==> config.mk <==
export PLATFORM = sky130hd
export DESIGN_NAME = fifo_pack_drain
export DESIGN_NICKNAME = d
export VERILOG_FILES = /design/src/rtl/fifo_pkg.sv /design/src/rtl/fifo_out_reg.sv /design/src/rtl/fifo_pack_drain.sv
export SDC_FILE = /design/constraint.sdc
export NUM_CORES = 1
export LEC_CHECK = 0
export ABC_AREA = 0
export CAP_MARGIN = 25
export CORE_MARGIN = 4
export CORE_UTILIZATION = 53
export DETAILED_ROUTE_END_ITERATION = 10
export PLACE_DENSITY_LB_ADDON = 0.1
export SYNTH_ARGS = -nofsm -noshare
export SYNTH_HDL_FRONTEND = slang
export SYNTH_HIERARCHICAL = 1
export SYNTH_SLANG_ARGS = --single-unit
==> constraint.sdc <==
create_clock -name clk -period 2.7 [get_ports clk]
set_input_delay 0.675 -clock clk [delete_from_list [all_inputs] [get_ports clk]]
set_output_delay 0.675 -clock clk [all_outputs]
set_load 0.005 [all_outputs]
==> src/rtl/fifo_pkg.sv <==
// rtl/fifo_pkg.sv - shared FIFO lane geometry and lane-count type
package fifo_pkg;
    localparam int FIFO_DATA_WIDTH = 8;
    localparam int FIFO_PACK       = 4;
    localparam int FIFO_LANE_CNT_W = $clog2(FIFO_PACK + 1);

    typedef logic [FIFO_LANE_CNT_W-1:0] lane_cnt_t;
endpackage

==> src/rtl/fifo_out_reg.sv <==
// rtl/fifo_out_reg.sv - packed output word register with valid/ready handshake
module fifo_out_reg #(
    parameter int DATA_WIDTH = 8,
    parameter int PACK       = 4
) (
    input  logic                       clk,
    input  logic                       rst,
    input  logic                       load,
    input  logic [DATA_WIDTH*PACK-1:0] load_data,
    input  logic [PACK-1:0]            load_keep,
    input  logic                       m_ready,
    output logic                       m_valid,
    output logic [DATA_WIDTH*PACK-1:0] m_data,
    output logic [PACK-1:0]            m_keep,
    output logic                       out_free
);
    assign out_free = !m_valid || m_ready;

    // The top only asserts load when out_free, so a pending word is never overwritten.
    always_ff @(posedge clk or negedge rst) begin
        if (!rst) begin
            m_valid <= 1'b0;
            m_data  <= '0;
            m_keep  <= '0;
        end else if (load) begin
            m_valid <= 1'b1;
            m_data  <= load_data;
            m_keep  <= load_keep;
        end else if (m_ready) begin
            m_valid <= 1'b0;
        end
    end
endmodule

==> src/rtl/fifo_pack_drain.sv <==
// rtl/fifo_pack_drain.sv - packs FIFO lanes into wide words, with flush of partial words
module fifo_pack_drain
    import fifo_pkg::*;
#(
    parameter int DATA_WIDTH = FIFO_DATA_WIDTH,
    parameter int PACK       = FIFO_PACK
) (
    input  logic                         clk,
    input  logic                         rst,
    input  logic                         fifo_empty,
    output logic                         fifo_rd_en,
    input  logic [DATA_WIDTH-1:0]        fifo_dout,
    input  logic                         flush,
    output logic                         m_valid,
    input  logic                         m_ready,
    output logic [DATA_WIDTH*PACK-1:0]   m_data,
    output logic [PACK-1:0]              m_keep,
    output logic [$clog2(PACK+1)-1:0]    fill_level
);
    localparam int CW      = $clog2(PACK + 1);
    localparam int PACK_M1 = PACK - 1;
    localparam logic [CW:0]   PACK_W = PACK[CW:0];
    localparam logic [CW-1:0] LAST   = PACK_M1[CW-1:0];
    localparam logic [CW-1:0] FULL   = PACK[CW-1:0];

    logic                       pend;
    logic                       hold;
    logic                       flush_pend;
    logic [CW-1:0]              fill;
    logic [CW:0]                committed;
    logic [DATA_WIDTH-1:0]      lanes [PACK];
    logic                       out_free;
    logic                       last_cap;
    logic                       full_load;
    logic                       hold_load;
    logic                       flush_accept;
    logic                       flush_fire;
    logic                       load;
    logic [DATA_WIDTH*PACK-1:0] full_word;
    logic [DATA_WIDTH*PACK-1:0] part_word;
    logic [PACK-1:0]            part_keep;
    logic [DATA_WIDTH*PACK-1:0] load_data;
    logic [PACK-1:0]            load_keep;

    assign committed = {1'b0, fill} + {{CW{1'b0}}, pend};
    assign last_cap  = pend && (fill == LAST);
    assign full_load = last_cap && out_free;
    assign hold_load = hold && out_free;

    // While held, fill sits at PACK so committed blocks further reads on its own.
    assign fifo_rd_en = rst && !fifo_empty && !flush_pend &&
                        ((committed < PACK_W) || (last_cap && out_free));

    // A flush landing on a word that is completing anyway is dropped.
    assign flush_accept = flush && !flush_pend && (committed != '0) && !last_cap && !hold;
    assign flush_fire   = flush_pend && !pend && !hold && out_free;
    assign load         = full_load || hold_load || (flush_fire && (fill != '0));

    always_comb begin
        full_word = '0;
        part_word = '0;
        part_keep = '0;
        for (int i = 0; i < PACK; i++) begin
            full_word[i*DATA_WIDTH +: DATA_WIDTH] = (i == PACK - 1 && pend) ? fifo_dout : lanes[i];
            if (i < int'(fill)) begin
                part_word[i*DATA_WIDTH +: DATA_WIDTH] = lanes[i];
                part_keep[i]                          = 1'b1;
            end
        end
    end

    assign load_data = flush_fire ? part_word : full_word;
    assign load_keep = flush_fire ? part_keep : {PACK{1'b1}};

    always_ff @(posedge clk) begin
        for (int i = 0; i < PACK; i++) begin
            if (pend && fill == CW'(i)) begin
                lanes[i] <= fifo_dout;
            end
        end
    end

    always_ff @(posedge clk or negedge rst) begin
        if (!rst) begin
            pend       <= 1'b0;
            fill       <= '0;
            hold       <= 1'b0;
            flush_pend <= 1'b0;
        end else begin
            pend <= fifo_rd_en;
            if (pend) begin
                if (fill == LAST) begin
                    if (out_free) begin
                        fill <= '0;
                    end else begin
                        hold <= 1'b1;
                        fill <= FULL;
                    end
                end else begin
                    fill <= fill + CW'(1);
                end
            end
            if (hold_load) begin
                hold <= 1'b0;
                fill <= '0;
            end
            if (flush_fire) begin
                flush_pend <= 1'b0;
                fill       <= '0;
            end else if (flush_accept) begin
                flush_pend <= 1'b1;
            end
        end
    end

    assign fill_level = fill;

    fifo_out_reg #(
        .DATA_WIDTH (DATA_WIDTH),
        .PACK       (PACK)
    ) u_out_reg (
        .clk       (clk),
        .rst       (rst),
        .load      (load),
        .load_data (load_data),
        .load_keep (load_keep),
        .m_ready   (m_ready),
        .m_valid   (m_valid),
        .m_data    (m_data),
        .m_keep    (m_keep),
        .out_free  (out_free)
    );
endmodule

# After elaboration in Yosys (flattened, before gate mapping)
# Memory sizes are Yosys's and may differ from the RTL's.
# Index checks and enable logic that the tools add are counted.
# word_totals
ramBits	32
regBits	43
out_inout_bits	41
mem_count	1
inputBits	13
# classes
order_cmp	5
reduce_logical	39
n_eq_ne	4
muxes	41
n_addsub	2
# mem_list
name	depth	word_bits	read_ports	rd_ports_with_merged_regs	write_ports	line	text
lanes	4	8	4	0	1	fifo_pack_drain.sv:31	logic [DATA_WIDTH-1:0] lanes [PACK];
# ops
cell	n
8-bit two-way mux	8
32-bit two-way mux	1
8-bit OR reduction	3
1-bit two-way mux	23
1-bit logical AND	17
3-bit two-way mux	5
2-bit nonzero test	4
3-bit by 2-bit equality test with 1-bit output (second input constant)	2
1-bit zero test	6
1-bit by 3-bit less-than comparator with 1-bit output (first input constant)	2
2-bit by 3-bit less-than comparator with 1-bit output (first input constant)	2
2-bit two-way mux	3
3-bit nonzero test	2
3-bit by 1-bit adder with 4-bit output	1
1-bit logical OR	4
4-bit by 3-bit less-than comparator with 1-bit output (second input constant)	1
4-bit two-way mux	1
4-bit nonzero test	1
3-bit by 1-bit adder with 3-bit output (second input constant)	1
3-bit by 1-bit equality test with 1-bit output (second input constant)	1
3-bit zero test	1
3-bit AND reduction	1
2-bit by 1-bit inequality test with 1-bit output (second input constant)	1

# Longest topological paths before layout
# logic_depth
word_depth	8
mapped_depth	9

# Modules after synthesis
# Netlist, hierarchy kept.
# modules_own_cells
module	seq_area_each_um2	instances	cells_per_inst	area_per_inst_um2
fifo_pack_drain	1111.1	1	141	1783.0
fifo_out_reg	925.9	1	79	1524.0

# Least setup slack after synthesis
# No wires, ideal clock.
# synth_path
path_type	register to register
startpoint	register fill[0], in the netlist fill_level[0]
endpoint	memory lanes[1][0], enable pin
period_less_slack_ns	2.064
arrival_time_ns	1.666
setup_ns	0.398
n_path_buf	0
path_stages_with_launch	3
slack_ns	0.636
path_cell_list	dfrtp_1 inv_1 nor4b_1
# synth_between
elab_chain_cells	8
elab_cells_between_ends	25
cone_classes	eq/ne: 3; mux: 14; reduce/logical: 8
# synth_rtl
element	line	text
start: declaration	fifo_pack_drain.sv:29	logic [CW-1:0] fill;
start signal: assignment	fifo_pack_drain.sv:100	fill <= fill + CW'(1);
3-bit by 1-bit equality test with 1-bit output	fifo_pack_drain.sv:77	if (pend && fill == CW'(i)) begin
1-bit logical AND	fifo_pack_drain.sv:77	
1-bit two-way mux	fifo_pack_drain.sv:77	
1-bit two-way mux (not written as such)	fifo_pack_drain.sv:78	lanes[i] <= fifo_dout;
8-bit OR reduction (no line)	n/a	
2-bit two-way mux (no line) or 1-bit two-way mux (tied branches) (3 in series)	n/a	
end: declaration	fifo_pack_drain.sv:31	
# Parallel ways exist; a longest one is shown, timed or not.

# Worst setup path after layout
# layout_path
startpoint	register fill[0], in the netlist fill_level[0]
endpoint	output fifo_rd_en
# layout_between
elab_chain_cells	5
elab_cells_between_ends	7
cone_classes	add/sub: 1; order compare: 1; eq/ne: 1; reduce/logical: 4
# layout_rtl
element	line	text
branches (longest 3 deep; another with 3-bit by 1-bit adder with 4-bit output)	n/a	
1-bit logical OR *	fifo_pack_drain.sv:52	((committed < PACK_W) || (last_cap && out_free));
1-bit logical AND *	fifo_pack_drain.sv:51	assign fifo_rd_en = rst && !fifo_empty && !flush_pend &&
end: declaration	fifo_pack_drain.sv:11	output logic fifo_rd_en,
# Mark *: on every way between the ends.

==> flow_summary.toml <==
[timing]
fin_ws_ns = 0.326
layout_min_cycle_time_ns = 2.37
period_share = 0.879
rsz0062_at_grt = "no"
finClkSkew_ns = 0.00837
slew_viol_final = 0
slew-limit-headroom = 0.632
maxClockFrequency_mhz = 421
hold_viol_final = 0
worst_slew_pin_slew_ns = 0.551
setup_viol = 0

[grt]
track_usage = 0.173
use_met2 = 0.259
grtUsageMet3 = 0.0369
use_met1 = 0.240
grt_first_pass_wirelength_um = 9760
grt_overflow_total = 0
antenna_found_initial = 0
grt_max_degree = 44
grt_pass1_vias = 1942
busiest_layer = "met2"

[clock_tree]
clk_latency_ns = 0.33
cts_root_buf = "clkbuf_8"
ctsHoldBuffers = 0
tritoncts = "yes"
cts_max_path_buffers = 2
cts_buffers = 9
cts-htree-levels = 3
cts.sinks = 75
path_clk_slew_ns = 0.08
postCtsSetupRepairBufs = 0

[floorplanning]
dieWidth_um = 87.0
dieArea_um2 = 7570
die_h_um = 87.0
num_io_pins = 54
coreArea_um2 = 5990
num_rows = 28
start_util = 0.552

[power]
p_per_area_nw_per_um2 = 1060
p_comb_frac = 0.441
ir_drop_mv = 0.483
p_sw_frac = 0.290
power_switching_uw = 1280
p_int_uw = 3130
pwr-share-seq = 0.386
p_leak_uw = 0.00169
clock_power_share = 0.173

[run_status]
status = "finished, final reports clean"

[worst_setup_path]
cp_cell_sequence = "ha_1, ha_1, and2_1, a21oi_2, a21oi_2, dlymetal6s2s_1"
cp_slowest_cell = "dfrtp_1"
critPathLaunchType = "flop"
cp-end-kind = "output port"
crit_type = "reg -> out"
critPathMaxFanout = 2
cp_data_arrival_time_ns = 1.70
critPathRequiredTime_ns = 2.03
slowest_delay_ns = 0.39

[routing]
routed_wl_um = 5880
drtPass1Iterations = 4
drt_iter0_drc = 69
via_count = 1871
viasPerCell = 5.13
wire_per_inst_um = 16.1
route.detailed.drc = 0
drtAntennaViolNets = 0

[placement]
io_buffers = 53
dp_slack_ns = -0.0250
dp_hpwl_um = 4060
place.gp.congestion = 0.776
placed_cell_area_um2 = 3950

[finish]
postLayoutCellArea_um2 = 4130
layout_commonest_cell = "clkdlybuf4s50_1"
area_delta_synth_final_pct = 25.0
fin_nets = 303
layout-drive-gt1-share = 0.272
layout_common_cells = "clkdlybuf4s50_1, dfrtp_1, edfxtp_1"
antenna_cells = 0
utilization = 0.690

[synth]
synth_fp_nets = 238
yosysWarningCount = 6
synth_area_per_cell_um2 = 15.0
synth_cell_types = 33
synth_top_area_frac = 0.325
yosys.area.top_type = "dfrtp_1"
syn_area_um2 = 3310
ys_top_cells_by_area = "dfrtp_1, edfxtp_1, mux2_4"
synth-seq-cells = 75
postSynthCellCount = 220
yosysSeqAreaShare = 0.616

[job]
max_cap_violations = 0

[worst_hold_path]
min_path_type = "in -> async"
routing by layer:
| layer | up-vias | share of wire | wire length (µm) |
|---|---|---|---|
| met5 | - | 0 | 0 |
| met4 | 0 | 0.016 | 95 |
| met3 | 11 | 0.040 | 236 |
| met2 | 47 | 0.45 | 2670 |
| met1 | 918 | 0.49 | 2870 |
| li1 | 895 | - | - |
final timing paths:
kind	start	to	slack [ns]	depth (start not counted)
setup reg to reg	pend$_DFF_PN0_	u_out_reg/m_data[12]$_DFFE_PN0P_	0.63	7
hold / removal	rst	u_out_reg/m_data[11]$_DFFE_PN0P_	0.51	2
setup / recovery	fill_level[0]$_DFFE_PN0P_	fifo_rd_en	0.33	6
min in group clk	u_out_reg/m_keep[3]$_DFFE_PN0P_	u_out_reg/m_keep[3]$_DFFE_PN0P_	0.51	1
max in group asynchronous	rst	flush_pend$_DFFE_PN0P_	1.81	2
hold reg to reg	u_out_reg/m_keep[3]$_DFFE_PN0P_	u_out_reg/m_keep[3]$_DFFE_PN0P_	0.51	1
timing repair:
item / 4_1_cts / 5_1_grt
pin swaps: 0 / 0
endpoints found under the setup margin: 1 / 1
resized for setup: 2 / 1
metrics by stage:
stage	instances	TNS [ns]	power, µW	hold slack (ns)
6_report	365	0	4400	0.506
5_1_grt	365	0	4680	0.517
4_1_cts	365	0	4460	0.510
3_5_place_dp	349	-0.0250	3690	0.494
3_3_place_gp	349	0	3660	0.492
2_1_floorplan	220	0	2880	0.379
area by class of cell:
cell class	instances	area, µm²
flip-flops and latches	75	2040
fillers	416	1860
multi-input cells	129	1160
repair buffers	64	648
clock buffers	14	163
well taps	75	93.8
inverters	6	22.5
clock inverters	2	11.3
power groups by stage:
stage                     sequential (µW)  combinational [µW]  clock [µW]
after floorplan                      1740                1140           0
after global placement               1720                1940           0
after detailed placement             1720                1970           0
after CTS                            1700                1970         782
after global routing                 1740                2100         835
final                                1700                1940         760
sequential cells by signal, summed over array words and instances (netlist names):
| signal | count |
|---|---|
| u_out_reg/m_valid | 1 |
| fill_level | 3 |
| u_out_reg/m_keep | 4 |
| flush_pend | 1 |
| u_out_reg/m_data | 32 |
| pend | 1 |
| hold | 1 |
| lanes | 32 |
logic make-up (layout without fill, tap and decap cells):
family | count (synthesis) | count (layout) | synth area share
flops | 75 | 75 | 0.616
buf+inv | 16 | 86 | 0.0394
mux | 37 | 37 | 0.159
fa+ha+maj | 5 | 5 | 0.0189
simple gates | 64 | 64 | 0.122
compound gates | 23 | 23 | 0.0454
Yosys cell counts:
cell type  count
a21bo_2        1
a21oi_1        4
a21oi_4        1
a221oi_1       1
and2_1         1
and3b_1        2
and4b_1        1
buf_12         3
buf_2          2
buf_4          1
buf_6          2
clkbuf_1       2
dfrtp_1       43
edfxtp_1      32
ha_1           5
inv_1          4
inv_2          2
mux2_2         7
mux2_4        29
mux2i_1        1
nand2_1       20
nand2b_1       2
nand4bb_4      1
nor2_1         8
nor2_4         2
nor2b_1       17
nor2b_2        8
nor3_4         1
nor4b_1        1
o21a_1         2
o21ai_0       11
o311a_1        1
o31ai_1        2
critical path: cells and delay by family, from the launching register on:
kind | cells | cell delay (ns)
adders and majority gates | 2 | 0.42
DFF | 1 | 0.39
AOI/OAI and AO/OA | 2 | 0.25
and+or+nand+nor | 1 | 0.17
buffers and inverters | 1 | 0.15
No activity file was read; power rests on OpenSTA's default activity.
